## config.mk

```make
export PLATFORM = sky130hd
export DESIGN_NAME = oam_dma
export DESIGN_NICKNAME = d
export VERILOG_FILES = /design/src/rtl/oam_dma.sv
export SDC_FILE = /design/constraint.sdc
export NUM_CORES = 1
export LEC_CHECK = 0
export CORE_MARGIN = 3
export CORE_UTILIZATION = 44
export CTS_CLUSTER_DIAMETER = 50
export DETAILED_ROUTE_END_ITERATION = 6
export GPL_ROUTABILITY_DRIVEN = 0
export GPL_TIMING_DRIVEN = 0
export PLACE_DENSITY = 0.78
export SLEW_MARGIN = 10
export SYNTH_ARGS = -nofsm -noshare
export SYNTH_HDL_FRONTEND = slang
export SYNTH_SLANG_ARGS = --single-unit
```

## constraint.sdc

```tcl
create_clock -name clk -period 2.3 [get_ports clk]
set_clock_uncertainty 0.05 [all_clocks]
set_input_delay 0.46 -clock clk [delete_from_list [all_inputs] [get_ports clk]]
set_output_delay 0.46 -clock clk [all_outputs]
set_load 0.01 [all_outputs]
```

## src/rtl/oam_dma.sv

```systemverilog
// oam_dma: OAM DMA engine triggered by a CPU write to 0xFF46.
// Copies OAM_BYTES bytes from {src,8'h00} into OAM at OAM_BASE over the
// shared memory bus, one byte per two clocks, holding the CPU off the bus.
//
// Optional build macro: OAM_DMA_RESTART_EN
//   defined   : a dma_wr seen while busy (including the final WRITE) restarts
//               the transfer from the new source; only the final transfer
//               produces a done pulse.
//   undefined : dma_wr is ignored while busy.
//
// Ports:
//   clk, rst      clock, asynchronous active-high reset
//   dma_wr        one-cycle pulse, CPU wrote 0xFF46
//   dma_src       source high byte, valid with dma_wr
//   busy          transfer in progress (state != IDLE)
//   bus_addr      memory address while busy, 0 otherwise
//   bus_re        read strobe (READ state)
//   bus_we        write strobe (WRITE state)
//   bus_rdata     read data, valid in the same cycle as bus_re
//   bus_wdata     write data, valid with bus_we
//   done          one-cycle pulse after the final byte is written
module oam_dma #(
  parameter int unsigned OAM_BYTES = 160,
  parameter logic [15:0] OAM_BASE  = 16'hFE00
) (
  input  logic        clk,
  input  logic        rst,
  input  logic        dma_wr,
  input  logic [7:0]  dma_src,
  output logic        busy,
  output logic [15:0] bus_addr,
  output logic        bus_re,
  output logic        bus_we,
  input  logic [7:0]  bus_rdata,
  output logic [7:0]  bus_wdata,
  output logic        done
);

  localparam int unsigned IDX_W  = 8;
  localparam int unsigned ADDR_W = 16;

  typedef enum logic [1:0] {
    IDLE  = 2'd0,
    START = 2'd1,
    READ  = 2'd2,
    WRITE = 2'd3
  } state_t;

  state_t             state_q, state_d;
  logic [7:0]         src_q, src_d;
  logic [IDX_W-1:0]   idx_q, idx_d;
  logic [7:0]         data_q, data_d;
  logic               done_q, done_d;
  logic [7:0]         eff_src_c;
  logic               last_c;

  // Echo-RAM sources (0xE0xx and up) mirror work RAM 0x20 pages lower.
  assign eff_src_c = (src_q >= 8'hE0) ? 8'(src_q - 8'h20) : src_q;
  assign last_c    = (idx_q == IDX_W'(OAM_BYTES - 1));
  assign done      = done_q;

  // State and datapath registers.
  always_ff @(posedge clk or posedge rst) begin
    if (rst) begin
      state_q <= IDLE;
      src_q   <= '0;
      idx_q   <= '0;
      data_q  <= '0;
      done_q  <= 1'b0;
    end else begin
      state_q <= state_d;
      src_q   <= src_d;
      idx_q   <= idx_d;
      data_q  <= data_d;
      done_q  <= done_d;
    end
  end

  // Next-state and bus outputs; outputs depend only on registered state.
  always_comb begin
    state_d   = state_q;
    src_d     = src_q;
    idx_d     = idx_q;
    data_d    = data_q;
    done_d    = 1'b0;
    busy      = (state_q != IDLE);
    bus_addr  = '0;
    bus_re    = 1'b0;
    bus_we    = 1'b0;
    bus_wdata = '0;

    case (state_q)
      IDLE: begin
        if (dma_wr) begin
          src_d   = dma_src;
          idx_d   = '0;
          state_d = START;
        end
      end
      START: begin
        // Dead cycle lets the CPU's FF46 write retire before we own the bus.
        state_d = READ;
      end
      READ: begin
        bus_addr = {eff_src_c, idx_q};
        bus_re   = 1'b1;
        data_d   = bus_rdata;
        state_d  = WRITE;
      end
      WRITE: begin
        bus_addr  = ADDR_W'(OAM_BASE + ADDR_W'(idx_q));
        bus_we    = 1'b1;
        bus_wdata = data_q;
        if (last_c) begin
          done_d  = 1'b1;
          state_d = IDLE;
        end else begin
          idx_d   = IDX_W'(idx_q + 1'b1);
          state_d = READ;
        end
      end
      default: state_d = IDLE;
    endcase

`ifdef OAM_DMA_RESTART_EN
    // Restart overrides progress; the strobe of the current cycle still goes out.
    if (dma_wr && (state_q != IDLE)) begin
      src_d   = dma_src;
      idx_d   = '0;
      done_d  = 1'b0;
      state_d = START;
    end
`endif
  end

endmodule

```

**Word-level counts from Yosys, hierarchy flattened**

Index checks and enable logic that the tools add are counted.
Widths: inputs -> output; s select.

- Add/sub/neg operators: 3
- Order comparisons: 1
- Equal/unequal tests: 6
- Multiplexer cells: 13
- Reduce and logical (&&, ||, !) cells: 5

Operators with widths:

| operator | number |
|---|---|
| $mux 8 | 4 |
| $pmux 16 s2 | 1 |
| $pmux 8 s2 | 1 |
| $add 10x9->11 const A | 1 |
| $add 8x1->8 const B | 1 |
| $eq 8x8->1 const B | 1 |
| $ge 8x8->1 const B | 1 |
| $pmux 2 s4 | 1 |
| $sub 8x6->8 const B | 1 |
| $eq 2x2->1 const B | 2 |
| $mux 1 | 4 |
| $mux 2 | 2 |
| $ne 2x2->1 const B | 2 |
| $reduce_bool 2->1 | 2 |
| $reduce_and 3->1 | 1 |
| $eq 2x1->1 const B | 1 |
| $logic_not 2->1 | 1 |
| $reduce_and 2->1 | 1 |

- Flip-flop bits (word level): 27
- Bits of input ports: 19
- Output and inout bits: 28
- Word-level logic and storage cells: 33

**Longest topological paths before layout**

Gate-level depths: netlist of run 1.

- Depth after elaboration: 3
- Depth in mapped cells: 7
- Depth with buffers taken out: 5

**Least setup slack after synthesis of run 1**

OpenSTA, ideal clock, no wires.

- Path kind: register -> register
- Start: register idx_q[0]
- End: register idx_q[5]
- Setup time: 0.073 ns
- Arrival: 1.552 ns
- Data required time: 2.177 ns
- Setup slack: 0.625 ns
- Cell stages (with the launch flop): 6
- Path buffers: 0
- Clock period less this slack: 1.675 ns
- Path through: dfrtp_1 > ha_1 > and2_4 > a311o_1 > or3_1 > a21oi_2

- Cells in the longest elaborated chain, start to end: 3
- Elaborated cells on any way between the ends: 6
- Classes of those cells: add/sub: 1; eq/ne: 2; mux: 2; reduce/logical: 1

Ends and longest elaborated chain:

| what | RTL line | source |
|---|---|---|
| start: declaration | 51 | `logic [IDX_W-1:0] idx_q, idx_d;` |
| start signal: assignment | 73 | `idx_q <= idx_d;` |
| $add 8x1->8 or $eq 8x8->1 (tied branches) | 118, 59 |  |
| $mux 8 or $ne 2x2->1 (tied branches) | - |  |
| $pmux 8 s2 or $reduce_and 3->1 (tied branches) | - |  |

Parallel ways exist; a longest one is shown, timed or not. The select of a mux whose other input is x is not followed.
A chain may end at the register's enable or synchronous reset.

**Worst setup path after layout of run 1**

- Start: register state_q[0]
- End: output port bus_wdata[6]

- Cells in the longest elaborated chain, start to end: 2

Ends and longest elaborated chain:

| what | RTL line | source |
|---|---|---|
| start: declaration | 49 | `state_t state_q, state_d;` |
| start signal: assignment | 71 | `state_q <= state_d;` |
| $eq 2x2->1 | 92 | `case (state_q)` |
| $mux 8 | 92 |  |
| end: declaration | 35 | `output logic [7:0] bus_wdata,` |

Every way passes these cells.

==> impl_metrics.json, run 1 <==
{
  "crit_fanout": 10,
  "grt_antenna_before_repair": 0,
  "vias": 1163,
  "power_w": 0.00244,
  "final_cell_mix": "clkdlybuf4s50_1, nand2_1, dfrtp_1",
  "clk_latency_ns": 0.31,
  "crit_type": "register to output pin",
  "syn_nets": 164,
  "drt_iter0_drc": 29,
  "area_growth_pct": 42.8,
  "track_usage_pct": 18.5,
  "rsz0062_at_grt": "no",
  "synthDistinctLibCells": 28,
  "hold_viol": 0,
  "cts_buffers": 3,
  "finalCritPeriodShare_pct": 95.5,
  "clockRootBuffer": "clkbuf_4",
  "nFillCells": 255,
  "hpwl_um": 2370,
  "final_common_cell": "clkdlybuf4s50_1",
  "synthCells": 143,
  "period_minus_slack_ns": 2.20,
  "end_kind": "output pin",
  "fp.dieH_um": 61.4,
  "cts_tree": "done",
  "grt_overflow_total": 0,
  "final.setup.tns_ns": 0,
  "outcome": "completed",
  "numPortBuffers": 46,
  "regArea_um2": 676,
  "synth-main-ff-cell": "dfrtp_1",
  "postLayoutCoreUtil_pct": 68.1,
  "irDropWorstVdd_uv": 666,
  "grt_pass1_wl_um": 5160,
  "die_x_um": 61.4,
  "synth_edf_count": 0,
  "cp.required_ns": 1.79,
  "vias_per_cell": 5.10,
  "wl_um": 3130,
  "relSlewSlack_pct": 32.6,
  "tightestPinTransition_ns": 1.01,
  "ys.warnings.count": 0,
  "drc_errors": 0,
  "hp-class": "register to register",
  "firstDrtPassIters": 4,
  "syn_area_per_cell_um2": 9.43,
  "num-nets-final": 219,
  "core_area_mm2": 0.00283,
  "die-area_mm2": 0.00377,
  "powerDensity_mw_per_mm2": 1270,
  "setup_viol": 0,
  "ant_nets": 0,
  "synth-seq-cells": 27,
  "cts_sinks": 27,
  "ctsLongestPathBuffers": 2,
  "io-pin-count": 47,
  "synth-seq-area-share_pct": 50.1,
  "worstPathArrival_ns": 1.69,
  "multiInputGateArea_um2": 608,
  "p_leak_nw": 0.899,
  "netlist_area_mm2": 0.00135,
  "wire_per_inst_um": 13.7,
  "drive_above_1_share_pct": 13.7,
  "grt_pass1_vias": 1221,
  "antenna_cells": 0,
  "fp-row-count": 19,
  "start_kind": "register",
  "maxSlewViolCount": 0,
  "cts.clk_slew.worst_paths_ns": 0.14,
  "async_flop_share_pct": 100,
  "cts_max_level": 1,
  "initial_core_util_pct": 47.7,
  "whs_ns": 0.449,
  "grt_max_degree": 28,
  "cap_violations": 0,
  "max_freq_mhz": 455
}
-- synth_stat cells (3+ instances only) --
cell	instances	area, µm²
o21a_1	5	37.5
nand2_1	28	105
clkbuf_1	3	11.3
and2_1	10	62.6
a21oi_1	5	25.0
nor2_1	6	22.5
inv_1	7	26.3
o21ai_0	5	25.0
dfrtp_1	27	676
nand3_1	5	25.0
buf_2	4	20.0
nor2b_1	3	18.8
mux2_2	8	90.1
and3_1	8	50.1
-- cell families (layout without fill, tap and decap cells) --
family                     count (synthesis)  after routing  synth area share, %
and+or+nand+nor                           69             69                 25.5
DFF                                       27             27                 50.1
AOI/OAI and AO/OA                         19             19                 8.91
buffers and inverters                     15             69                 4.82
muxes                                     10             10                 8.16
adders and majority gates                  2              2                 1.85
xor gates and xnor gates                   1              1                0.649
-- per-stage QoR --
stage	cell area, µm²	worst slack, ns	std cells
after global placement	1850	0.194	220
final	1930	0.104	228
after CTS	1910	0.0182	227
after detailed placement	1850	0.160	220
after floorplan	1350	0.625	143
after global routing	1930	0.00460	228
-- report_power, final --
group | total (W) | leakage (nW) | internal, W | switching (W)
registers | 0.000833 | 0.322 | 0.000684 | 0.000149
logic | 0.00140 | 0.562 | 0.000820 | 0.000584
clock network | 0.000202 | 0.0150 | 0.0000678 | 0.000134
-- sequential cells by signal (all words and copies together), names as in the netlist --
name,flops
state_q,2
idx_q,8
src_q,8
done,1
data_q,8
-- path summary, 6_finish.rpt --
path	start	to	slack (ns)	cells after the start
worst min register to register	src_q[0]$_DFFE_PP0P_	src_q[0]$_DFFE_PP0P_	0.45	2
worst min-delay path	src_q[0]$_DFFE_PP0P_	src_q[0]$_DFFE_PP0P_	0.45	2
worst max register to register	idx_q[0]$_DFFE_PP0P_	idx_q[5]$_DFFE_PP0P_	0.52	5
worst max-delay path	state_q[0]$_DFFE_PP0P_	bus_wdata[6]	0.10	4
max in group asynchronous	rst	idx_q[1]$_DFFE_PP0P_	0.98	2
min in group asynchronous	rst	data_q[6]$_DFFE_PP0P_	0.62	2
-- layout make-up --
type                       instances  share of cell area, %
buffer                             8                   2.86
clock buffer                       4                   1.36
inverter                           7                   1.36
multi-input combinational        101                   31.6
sequential                        27                   35.1
tap                               31                   2.01
timing repair buffer              50                   25.7
-- metal layers --
metal / up-vias / GRT usage (%) / share of wire, %
met5: - / 0 / 0
met4: 0 / 6.36 / 1.6
met3: 4 / 1.68 / 3.0
met2: 21 / 34.4 / 51
met1: 557 / 22.2 / 44
li1: 581 / - / -
-- critical path: stages, from the launching register on --
cell and delay (ns):
dfrtp_1 0.35, buf_4 0.15, buf_4 0.17, and3_1 0.17, clkdlybuf4s50_1 0.54
-- repair_timing --
action / 4_1_cts / 5_1_grt
hold buffers: 0 / 0
buffers inserted: 3 / 1
endpoints found under the setup margin: 21 / 15
gates resized for setup: 8 / 9
Power figures use the tool's default switching activity.
==> run 2: changes to the inputs <==
CORE_UTILIZATION = 46   (was 44)
CTS_BUF_LIST = sky130_fd_sc_hd__clkbuf_8   (was unset)
PLACE_DENSITY = 0.81   (was 0.78)
==> run 2 against run 1 <==
Net effect:
- non-clock buffer count unchanged
- maximum frequency down 0.45%
- utilization up 2.2 points
- register-to-register slack worse by 0.05 ns
- setup slack worse by 0.0098 ns
- die area down 3.9%
==> impl_metrics.json, run 2 (synthesis results as in run 1) <==
{
  "start_kind": "register",
  "crit_type": "register to output pin",
  "die_x_um": 60.2,
  "die-area_mm2": 0.00362,
  "fp.dieH_um": 60.2,
  "hold_buffers": 0,
  "max_freq_mhz": 453,
  "critPathBufInv": 3,
  "clk_latency_ns": 0.28,
  "setup_viol": 0,
  "wl_um": 3630,
  "rsz0062_at_grt": "no",
  "firstDrtPassIters": 5,
  "ant_nets": 0,
  "final_common_cell": "clkdlybuf4s50_1",
  "relSlewSlack_pct": 32.2,
  "powerDensity_mw_per_mm2": 1320,
  "grt_antenna_before_repair": 0,
  "hpwl_um": 2590,
  "grt_pass1_vias": 1296,
  "grt_overflow_total": 0,
  "end_kind": "output pin",
  "numPortBuffers": 46,
  "io-pin-count": 47,
  "track_usage_pct": 21.8,
  "drive_above_1_share_pct": 15.2,
  "final.setup.tns_ns": 0,
  "p_leak_nw": 0.907,
  "worstPathArrival_ns": 1.70,
  "maxSlewViolCount": 0,
  "cts_tree": "done",
  "irDropWorstVdd_uv": 885,
  "vias_per_cell": 5.43,
  "cp_cell_sequence": "clkbuf_4 > clkbuf_4 > and3_1 > clkdlybuf4s50_1",
  "path_common_cell": "clkbuf_4",
  "cts.clk_slew.worst_paths_ns": 0.10,
  "period_minus_slack_ns": 2.21,
  "crit_fanout": 10,
  "wire_per_inst_um": 15.9,
  "fp-row-count": 19,
  "drt_iter0_drc": 25,
  "slowest_delay_ns": 0.53,
  "initial_core_util_pct": 48.5,
  "drc_errors": 0,
  "ctsLongestPathBuffers": 2,
  "hold_viol": 0,
  "top_regs": "data_q x8, idx_q x8, src_q x8",
  "final_cell_mix": "clkdlybuf4s50_1, nand2_1, dfrtp_1",
  "vias": 1239,
  "outcome": "completed",
  "grt_pass1_wl_um": 5880,
  "hp-class": "register to register",
  "core_area_mm2": 0.00278,
  "cts_sinks": 27,
  "cap_violations": 0,
  "antenna_cells": 0,
  "area_growth_pct": 44.8,
  "num-nets-final": 219,
  "slowest_stage": "clkdlybuf4s50_1",
  "power_w": 0.00258,
  "cts_max_level": 1,
  "grt_max_degree": 28,
  "clockRootBuffer": "clkbuf_8",
  "tightestPinTransition_ns": 1.02,
  "cp.required_ns": 1.79,
  "finalCritPeriodShare_pct": 95.9,
  "critPathTopFamily": "buffers and inverters",
  "cts_buffers": 3
}
==> run 2: area by class of cell <==
type | instances | area (µm²)
Buffer | 8 | 55.1
Clock buffer | 3 | 41.3
Clock inverter | 1 | 7.51
Fill cell | 231 | 828
Inverter | 7 | 26.3
Multi-Input combinational cell | 101 | 614
Sequential cell | 27 | 676
Tap cell | 31 | 38.8
Timing Repair Buffer | 50 | 494
==> run 2: worst reg2reg max path, delay by kind of cell (launching register included) <==
kind / cells / cell delay (ns)
AND/OR/NAND/NOR: 2 / 0.51
flip-flops: 1 / 0.43
adder cells (fa/ha/maj): 1 / 0.24
AO/OA/AOI/OAI: 2 / 0.54
==> run 2: report_power, final <==
part,total (W),leakage [nW],internal [W],switching (W)
clock,0.000280,0.0217,0.000123,0.000157
sequential,0.000849,0.322,0.000686,0.000163
combinational,0.00145,0.563,0.000834,0.000619
==> run 2: repair_timing <==
action,CTS,global route
endpoints found under the setup margin,20,19
resized for setup,5,12
gates cloned,0,0
setup buffers,4,0
==> run 2: per-stage QoR <==
stage	hold WS, ns	utilization [%]	setup slack, ns	instances	area (µm²)
2_1_floorplan	0.387	-	0.625	143	1350
6_report	0.437	70.2	0.0941	228	1950
5_1_grt	0.464	70.2	0.00546	228	1950
3_5_place_dp	0.415	66.4	0.167	220	1850
4_1_cts	0.440	69.5	0.00230	228	1930
3_3_place_gp	0.409	66.4	0.206	220	1850
==> run 2: worst paths after layout <==
path	startpoint	end	slack [ns]	depth (start not counted)
worst min-delay path	src_q[2]$_DFFE_PP0P_	src_q[2]$_DFFE_PP0P_	0.44	2
worst min register to register	src_q[2]$_DFFE_PP0P_	src_q[2]$_DFFE_PP0P_	0.44	2
worst max-delay path	state_q[1]$_DFFE_PP0P_	bus_wdata[5]	0.09	4
min in group asynchronous	rst	src_q[3]$_DFFE_PP0P_	0.67	2
max in group asynchronous	rst	data_q[1]$_DFFE_PP0P_	0.92	2
worst max register to register	idx_q[0]$_DFFE_PP0P_	idx_q[5]$_DFFE_PP0P_	0.47	5
==> run 2: routing by layer <==
metal	wire [µm]	GRT usage, %	vias to the layer above
li1	-	-	582
met5	0	0	-
met2	1990	38.6	45
met1	1420	26.7	608
met4	38	7.91	0
met3	179	3.02	4
